File: src/rtl/btn_pkg.sv
// rtl/btn_pkg.sv - shared types for the button conditioner
package btn_pkg;

    typedef enum logic [1:0] {
        IDLE   = 2'd0,
        DELAY  = 2'd1,
        REPEAT = 2'd2
    } rpt_state_t;

endpackage

File: src/rtl/sync_2ff.sv
// rtl/sync_2ff.sv - generic 2-flop synchroniser with selectable reset level
module sync_2ff (
    input  logic clk,
    input  logic rst_n,
    input  logic i_rst_val,
    input  logic i_d,
    output logic o_q
);

    logic r_s1;
    logic r_s2;

    always_ff @(posedge clk or negedge rst_n) begin
        if (!rst_n) begin
            r_s1 <= i_rst_val;
            r_s2 <= i_rst_val;
        end else begin
            r_s1 <= i_d;
            r_s2 <= r_s1;
        end
    end

    assign o_q = r_s2;

endmodule

File: src/rtl/btn_conditioner.sv
// rtl/btn_conditioner.sv - push-button sync, debounce, press edge and auto-repeat
module btn_conditioner
    import btn_pkg::*;
#(
    parameter int unsigned DEBOUNCE_CYCLES = 500000,
    parameter int unsigned REPEAT_DELAY    = 25000000,
    parameter int unsigned REPEAT_PERIOD   = 10000000,
    parameter bit          ACTIVE_LOW_IN   = 1'b1
) (
    input  logic clk,
    input  logic rst_n,
    input  logic btn_in,
    input  logic repeat_en,
    output logic x_pulse,
    output logic btn_level,
    output logic holding
);

    localparam int unsigned DW   = $clog2(DEBOUNCE_CYCLES);
    localparam int unsigned RMAX = (REPEAT_DELAY > REPEAT_PERIOD) ? REPEAT_DELAY : REPEAT_PERIOD;
    localparam int unsigned RW   = $clog2(RMAX);

    logic          w_btn_raw;
    logic          w_s2;
    logic          w_commit;
    logic          w_level_nxt;
    logic          w_rise;

    logic [DW-1:0] r_dcnt;
    logic          r_btn_level;
    logic [RW-1:0] r_rcnt;
    rpt_state_t    r_state;
    logic          r_x_pulse;
    logic          r_holding;

    assign w_btn_raw = ACTIVE_LOW_IN ? ~btn_in : btn_in;

    sync_2ff u_sync (
        .clk       (clk),
        .rst_n     (rst_n),
        .i_rst_val (1'b0),
        .i_d       (w_btn_raw),
        .o_q       (w_s2)
    );

    // The FSM reacts to the level being committed this edge, so the press
    // pulse lands on the same edge as btn_level rising.
    assign w_commit    = (w_s2 != r_btn_level) && (r_dcnt == DW'(DEBOUNCE_CYCLES - 1));
    assign w_level_nxt = w_commit ? w_s2 : r_btn_level;
    assign w_rise      = w_commit && w_s2;

    always_ff @(posedge clk or negedge rst_n) begin
        if (!rst_n) begin
            r_dcnt      <= '0;
            r_btn_level <= 1'b0;
        end else if (w_s2 == r_btn_level) begin
            r_dcnt <= '0;
        end else if (w_commit) begin
            r_btn_level <= w_s2;
            r_dcnt      <= '0;
        end else begin
            r_dcnt <= r_dcnt + 1'b1;
        end
    end

    always_ff @(posedge clk or negedge rst_n) begin
        if (!rst_n) begin
            r_state   <= IDLE;
            r_rcnt    <= '0;
            r_x_pulse <= 1'b0;
            r_holding <= 1'b0;
        end else begin
            r_x_pulse <= 1'b0;
            r_holding <= (r_state == REPEAT);
            // Release wins over any pulse falling due on the same edge.
            if (!w_level_nxt) begin
                r_state <= IDLE;
                r_rcnt  <= '0;
            end else begin
                case (r_state)
                    IDLE: begin
                        if (w_rise) begin
                            r_x_pulse <= 1'b1;
                            r_state   <= DELAY;
                            r_rcnt    <= '0;
                        end
                    end
                    DELAY: begin
                        if (!repeat_en) begin
                            r_rcnt <= '0;
                        end else if (r_rcnt == RW'(REPEAT_DELAY - 1)) begin
                            r_x_pulse <= 1'b1;
                            r_state   <= REPEAT;
                            r_rcnt    <= '0;
                        end else begin
                            r_rcnt <= r_rcnt + 1'b1;
                        end
                    end
                    REPEAT: begin
                        if (!repeat_en) begin
                            r_state <= DELAY;
                            r_rcnt  <= '0;
                        end else if (r_rcnt == RW'(REPEAT_PERIOD - 1)) begin
                            r_x_pulse <= 1'b1;
                            r_rcnt    <= '0;
                        end else begin
                            r_rcnt <= r_rcnt + 1'b1;
                        end
                    end
                    default: begin
                        r_state <= IDLE;
                        r_rcnt  <= '0;
                    end
                endcase
            end
        end
    end

    assign x_pulse   = r_x_pulse;
    assign btn_level = r_btn_level;
    assign holding   = r_holding;

endmodule
File: config.mk
export PLATFORM = sky130hd
export DESIGN_NAME = btn_conditioner
export DESIGN_NICKNAME = d
export VERILOG_FILES = /design/src/rtl/btn_pkg.sv /design/src/rtl/sync_2ff.sv /design/src/rtl/btn_conditioner.sv
export SDC_FILE = /design/constraint.sdc
export NUM_CORES = 1
export LEC_CHECK = 0
export ABC_AREA = 1
export ABC_CLOCK_PERIOD_IN_PS = 2000
export BUFFER_PORTS_ARGS = -buffer_cell sky130_fd_sc_hd__buf_2
export CAP_MARGIN = 20
export CELL_PAD_IN_SITES_DETAIL_PLACEMENT = 1
export CELL_PAD_IN_SITES_GLOBAL_PLACEMENT = 1
export CORE_MARGIN = 2
export CORE_UTILIZATION = 35
export CTS_BUF_LIST = sky130_fd_sc_hd__clkbuf_2 sky130_fd_sc_hd__clkbuf_4 sky130_fd_sc_hd__clkbuf_8
export CTS_CLUSTER_DIAMETER = 120
export CTS_CLUSTER_SIZE = 25
export DETAILED_ROUTE_END_ITERATION = 16
export MAX_ROUTING_LAYER = met4
export PLACE_DENSITY_LB_ADDON = 0.1
export SLEW_MARGIN = 5
export SYNTH_ARGS = -nofsm -noshare
export SYNTH_HDL_FRONTEND = slang
export SYNTH_SLANG_ARGS = --single-unit
File: constraint.sdc
create_clock -name clk -period 2 [get_ports clk]
set_clock_uncertainty 0.1 [all_clocks]
set_input_delay 0.1 -clock clk [delete_from_list [all_inputs] [get_ports clk]]
set_output_delay 0.1 -clock clk [all_outputs]
set_load 0.005 [all_outputs]
-- Yosys cells after proc, flatten, opt, wreduce, memory -nomap -nowiden
Cells that the tools add are included.
- input bits: 4
- word-level logic and storage cells: 49
- register bits after elaboration: 51
- output and inout bits: 3
- bitwise operators: 1
- reduce and logical (&&, ||, !) cells: 4
- multiplexer cells: 23
- eq/ne operators: 11
- add/subtract/negate cells: 2
- operators by type and width (kind ; count):
    25-bit 2-to-1 mux ; 6
    25-bit case mux with 3 select lines ; 1
    19-bit 2-to-1 mux ; 2
    25-bit by 1-bit adder with 25-bit output, second input constant ; 1
    25-bit by 24-bit == test with 1-bit output, second input constant ; 1
    25-bit == test, second input constant ; 1
    19-bit by 1-bit adder with 19-bit output, second input constant ; 1
    19-bit == test, second input constant ; 1
    3-bit != test, second input constant ; 4
    2-bit 2-to-1 mux ; 5
    1-bit 2-to-1 mux ; 7
    2-bit case mux with 3 select lines ; 1
    4-bit AND reduction ; 1
    1-bit case mux with 3 select lines ; 1
    2-bit by 1-bit == test with 1-bit output, second input constant ; 1
    2-bit == test, second input constant ; 1
    1-bit logical AND ; 2
    2-bit logical NOT ; 1
    1-bit == test ; 1
    1-bit != test ; 1
    1-bit inverter ; 1

-- Logic depth before layout (Yosys ltp)
- depth after elaboration: 6
- gate-level depth with buffers: 13
- mapped depth without buffers: 12

-- Worst setup path after synthesis
Ideal clock, no wire load.
- path type: reg2reg
- from: register r_dcnt[0]
- to: register r_rcnt[3]
- period minus slack after synthesis: 1.802 ns
- stages on the path, launching flop included: 10
- data arrival time: 1.579 ns
- required time: 1.776 ns
- setup time: 0.124 ns
- buffers on the path: 1
- path slack: 0.198 ns
- cell sequence: dfrtp_1 > ha_1 > nand2_1 > nor2_4 > nand4_4 > nand2_2 > buf_4 > nand2_1 > xor2_1 > nor2_4
- longest elaborated chain between the ends: 4
- elaborated cells between the ends (all ways): 6
- those cells by class: 2 x eq/ne; 2 x mux; 2 x reduce/logical
- RTL lines (item ; line ; source):
    from (decl) ; btn_conditioner.sv:29 ; logic [DW-1:0] r_dcnt;
    from (signal assigned) ; btn_conditioner.sv:62 ; r_dcnt <= r_dcnt + 1'b1;
    19-bit == test (*) ; btn_conditioner.sv:48 ; assign w_commit = (w_s2 != r_btn_level) && (r_dcnt == DW'(DEBOUNCE_CYCLES - 1));
    1-bit logical AND (*) ; btn_conditioner.sv:48 ;
    1-bit 2-to-1 mux or 1-bit logical AND (tied branches) ; - ;
    3-bit != test (no line) or 25-bit 2-to-1 mux (tied branches) ; - ;
    to (signal assigned) ; btn_conditioner.sv:96 ; r_rcnt <= r_rcnt + 1'b1;
    to (signal assigned) ; btn_conditioner.sv:107 ; r_rcnt <= r_rcnt + 1'b1;
    to (decl) ; btn_conditioner.sv:31 ; logic [RW-1:0] r_rcnt;
Every way passes the cells marked *; elsewhere a longest branch is shown, timed or not.
A chain may end at the register's enable or synchronous reset.

-- Worst setup path after layout
- from: register r_rcnt[0]
- to: register r_rcnt[24]
- longest elaborated chain between the ends: 5
- elaborated cells between the ends (all ways): 9
- those cells by class: 1 x add/sub; 2 x eq/ne; 6 x mux
- RTL lines (item ; line ; source):
    25-bit by 1-bit adder with 25-bit output (tied with other cells) ; btn_conditioner.sv:96, btn_conditioner.sv:107 ;
    25-bit 2-to-1 mux (on tied branches) ; btn_conditioner.sv:103, btn_conditioner.sv:91 ;
    25-bit 2-to-1 mux (on tied branches) ; btn_conditioner.sv:100, btn_conditioner.sv:89 ;
    25-bit case mux with 3 select lines (*) ; btn_conditioner.sv:80 ; case (r_state)
    25-bit 2-to-1 mux (*) ; btn_conditioner.sv:76 ; if (!w_level_nxt) begin
Marked as above.

==> metrics.md <==
| Metric | Value |
|---|---|
| Top cell type by total area after synthesis | `dfrtp_1` |
| WHS | `125 ps` |
| Via density | `4.88` |
| Clk_lat worst skew | `about 320 ps` |
| 1st-iter DRT viols | `53` |
| FF+latch count, synth | `about 50` |
| Crit path buffers/inverters | `2` |
| Dpl cells | `approximately 540` |
| Power share of the combinational group | `around 3.7%` |
| Core Box Area | `8680 um2` |
| Post-synth cell types | `34` |
| Register-to-register setup slack | `around 100 ps` |
| Syn_area_per_cell | `7.58 um2` |
| Final setup vio count | `0` |
| First-pass GRT wire length | `roughly 13000 um` |
| Slew Limit Fails | `0` |
| Port Buffers | `6` |
| Pwr/cell area | `463 nW/um2` |
| Run status | `complete, no violations` |
| Seq pwr share | `about three fifths` |
| Sequential fraction of the synthesis area | `41.1%` |
| Cell row count | `34` |
| Global route overflow | `0` |
| Worst path max stage delay | `around 410 ps` |
| WP data required | `between 2000 and 2500 ps` |
| DRC | `0` |
| Number of diodes | `0` |
| DR WL/cell | `~14 um` |
| Warning count from the yosys run | `0` |
| Critical-path top delay cell | `dfrtp_1` |
| Vias post-DR | `2735` |
| Switching Power | `about 0.42 mW` |
| Gr usage total | `17.7%` |
| Critical Path Sink | `r_rcnt[24]` |
| CP arrival | `~2000 ps` |
| Antenna violations before repair | `0` |
| Mapped Nets | `419` |
| Share of flip-flops with an asynchronous set or reset | `between 90% and 100%` |
| H-tree depth | `2` |
| DRT Wirelength | `7880 um` |
| Routability cong. | `roughly 0.81` |
| EDFF count, synth | `0` |
| Worst-path clk slew | `roughly 110 ps` |
| Placed cell areas | `~3400 um2` |
| Leak | `roughly 1.7 nW` |
| FF-to-FF path depth | `13` |
| CP Launch Type | `flip-flop` |
| Total power | `approximately 1.7 mW` |
| Max IR drop VDD | `~0.25 mV` |
| Clock power frac | `a little over a third` |
| CP Class | `reg -> reg` |
| Clock Tree Root | `clkbuf_8` |
| Pre-antenna DRT Iters | `5` |
| Largest net degree at the start of global routing | `30` |
| Mapped Cells | `409` |
| Clk sinks | `51` |
| Die area | `around 9600 um2` |
| Initial Util | `a little over a third` |
| Synth top cells by count | `nand2_1, nor2_1, inv_1` |
| WP depth | `13` |
| Vias in the first global route | `2883` |
| Final non-filler cell total | `between 500 and 600` |
| Final critical-path required period | `1900 ps` |
| Reg2reg start | `r_rcnt[0]` |
| HP Class | `in -> reg` |
| CP cell instances | `ha_2 > nand2_1 > inv_2 > nand2_8 > nor2_4 > nand3_1 > nand2_1 > nand2_4 > nand2_4 > nand2_4 > buf_6 > nand2_1 > nor2_1` |
| Relative slew margins | `approximately three fifths` |
| Final core occ | `a little over two fifths` |
| Post-Syn Area | `just over 3000 um2` |
| Main synth FF type | `dfrtp_1` |
| Source of the worst hold timing path | `repeat_en` |
| Switching Fraction | `24.2%` |
| CP Launch Point | `r_rcnt[0]` |
| Final instance area | `between 3000 and 4000 um2` |
| Final Net Count | `about 460` |
| CTS buffer count | `5` |
| Vert. Die Dim | `between 90 and 100 um` |
| Dominant cells by area after synthesis | `dfrtp_1, nand2_1, nor2_1` |
| Post-DP HPWL | `5900 um` |
| Area share of the largest cell type after synthesis | `between 40% and 50%` |
| Worst flop-to-flop path endpoint | `r_rcnt[24]` |
| Post-DRT Antenna Nets | `0` |
| Die Wd | `98.1 um` |
| Number of hold violations in the final report | `0` |
| Post-route clock period utilization | `a little over nine tenths` |
| Setup crit end kind | `flip-flop` |
| F_max | `between 500 and 600 MHz` |
| Slew @ Worst Pin | `between 500 and 600 ps` |
| Share of cells above drive strength 1 | `between 20% and 30%` |
| Max-Cap Viols | `0` |
| Crit Path Max Fanout | `7` |
| Most numerous cell in the Yosys netlist | `nand2_1` |
| Num ports | `7` |
| Largest delay contributor family on the critical path | `simple AND/OR/NAND/NOR gates` |
| Clock tree buffer depth | `2` |
| Pint | `~1.3 mW` |
| P&R area growth vs syn | `20.1%` |
| RSZ-0062 raised after global routing | `true` |
| TritonCTS clock tree | `done` |
==> logic make-up (layout without fill, tap and decap cells) <==
kind of cell	Yosys count	after routing	share of synthesized area, %
adder cells (fa/ha/maj)	6	6	2.42
XOR/XNOR	13	13	3.67
buffers and inverters	65	108	8.96
AND/OR/NAND/NOR	247	247	38.9
flip-flops	51	51	41.1
AO/OA/AOI/OAI	27	27	4.88
==> metrics by stage <==
step           setup slack, ps  TNS (ps)
2_1_floorplan              198         0
3_3_place_gp              68.1         0
3_5_place_dp             -2.88     -2.88
4_1_cts                   1.64         0
5_1_grt                  -30.6      -215
6_report                   105         0
==> cell type report <==
cell class	count	area [um2]
fillers	1079	4950
multi-input cells	293	1670
flip-flops and latches	51	1280
repair buffers	39	319
inverters	61	240
well taps	108	135
clock buffers	5	68.8
clock inverters	3	20.0
==> routing by layer <==
layer  vias to the layer above  track usage (%)  wire length (um)
met3                         8             2.58               131
met5                         -                -                 0
met4                         0             4.64               104
met2                        19             32.3              4330
met1                      1339             20.2              3310
li1                       1369                -                 -
==> worst min-delay path, stage by stage <==
cell and delay (ps):
buf_2 120, nand2_1 90, nand2_1 60, nand3_1 80, a21oi_1 70
==> how the worst min path moves through the flow <==
stage	to	depth (start not counted)	slack, ps
floorplan	btn_level	0	-300
global placement	r_dcnt[15]	1	30
detailed placement	r_dcnt[15]	1	30
CTS	x_pulse	5	140
global route	x_pulse	5	190
finish	x_pulse	5	120
==> cells in the final DEF, fill, tap and decap left out, drive strengths merged, types with 3 or more instances in the layout <==
cell	instances
a21oi	11
buf	37
clkbuf	5
clkinvlp	3
dfrtp	51
ha	6
inv	60
nand2	97
nand3	35
nand4	13
nor2	81
nor3	15
o21ai	9
xor2	12
==> power groups by stage <==
| stage | Combinational (mW) | Sequential (mW) | Clock, mW |
|---|---|---|---|
| finish | 0.0643 | 1.04 | 0.614 |
| global route | 0.0752 | 1.05 | 0.690 |
| CTS | 0.0619 | 1.04 | 0.647 |
| detailed placement | 0.0587 | 1.06 | 0 |
| global placement | 0.0590 | 1.06 | 0 |
| floorplan | 0.0143 | 1.06 | 0 |
==> state kept, by name, indices dropped and copies added, names as in the netlist <==
signal / cells
r_state: 2
x_pulse: 1
r_dcnt: 19
u_sync.r_s1: 1
r_rcnt: 25
u_sync.o_q: 1
holding: 1
btn_level: 1
==> timing repair <==
action | CTS | global route
resized for setup | 1 | 32
pin swaps | 0 | 14
endpoints found under the hold margin | 23 | 0
endpoints found under the setup margin | 3 | 28
hold buffers | 2 | 0
setup buffers | 0 | 12
Note: power is estimated with default switching activity, not from simulation.
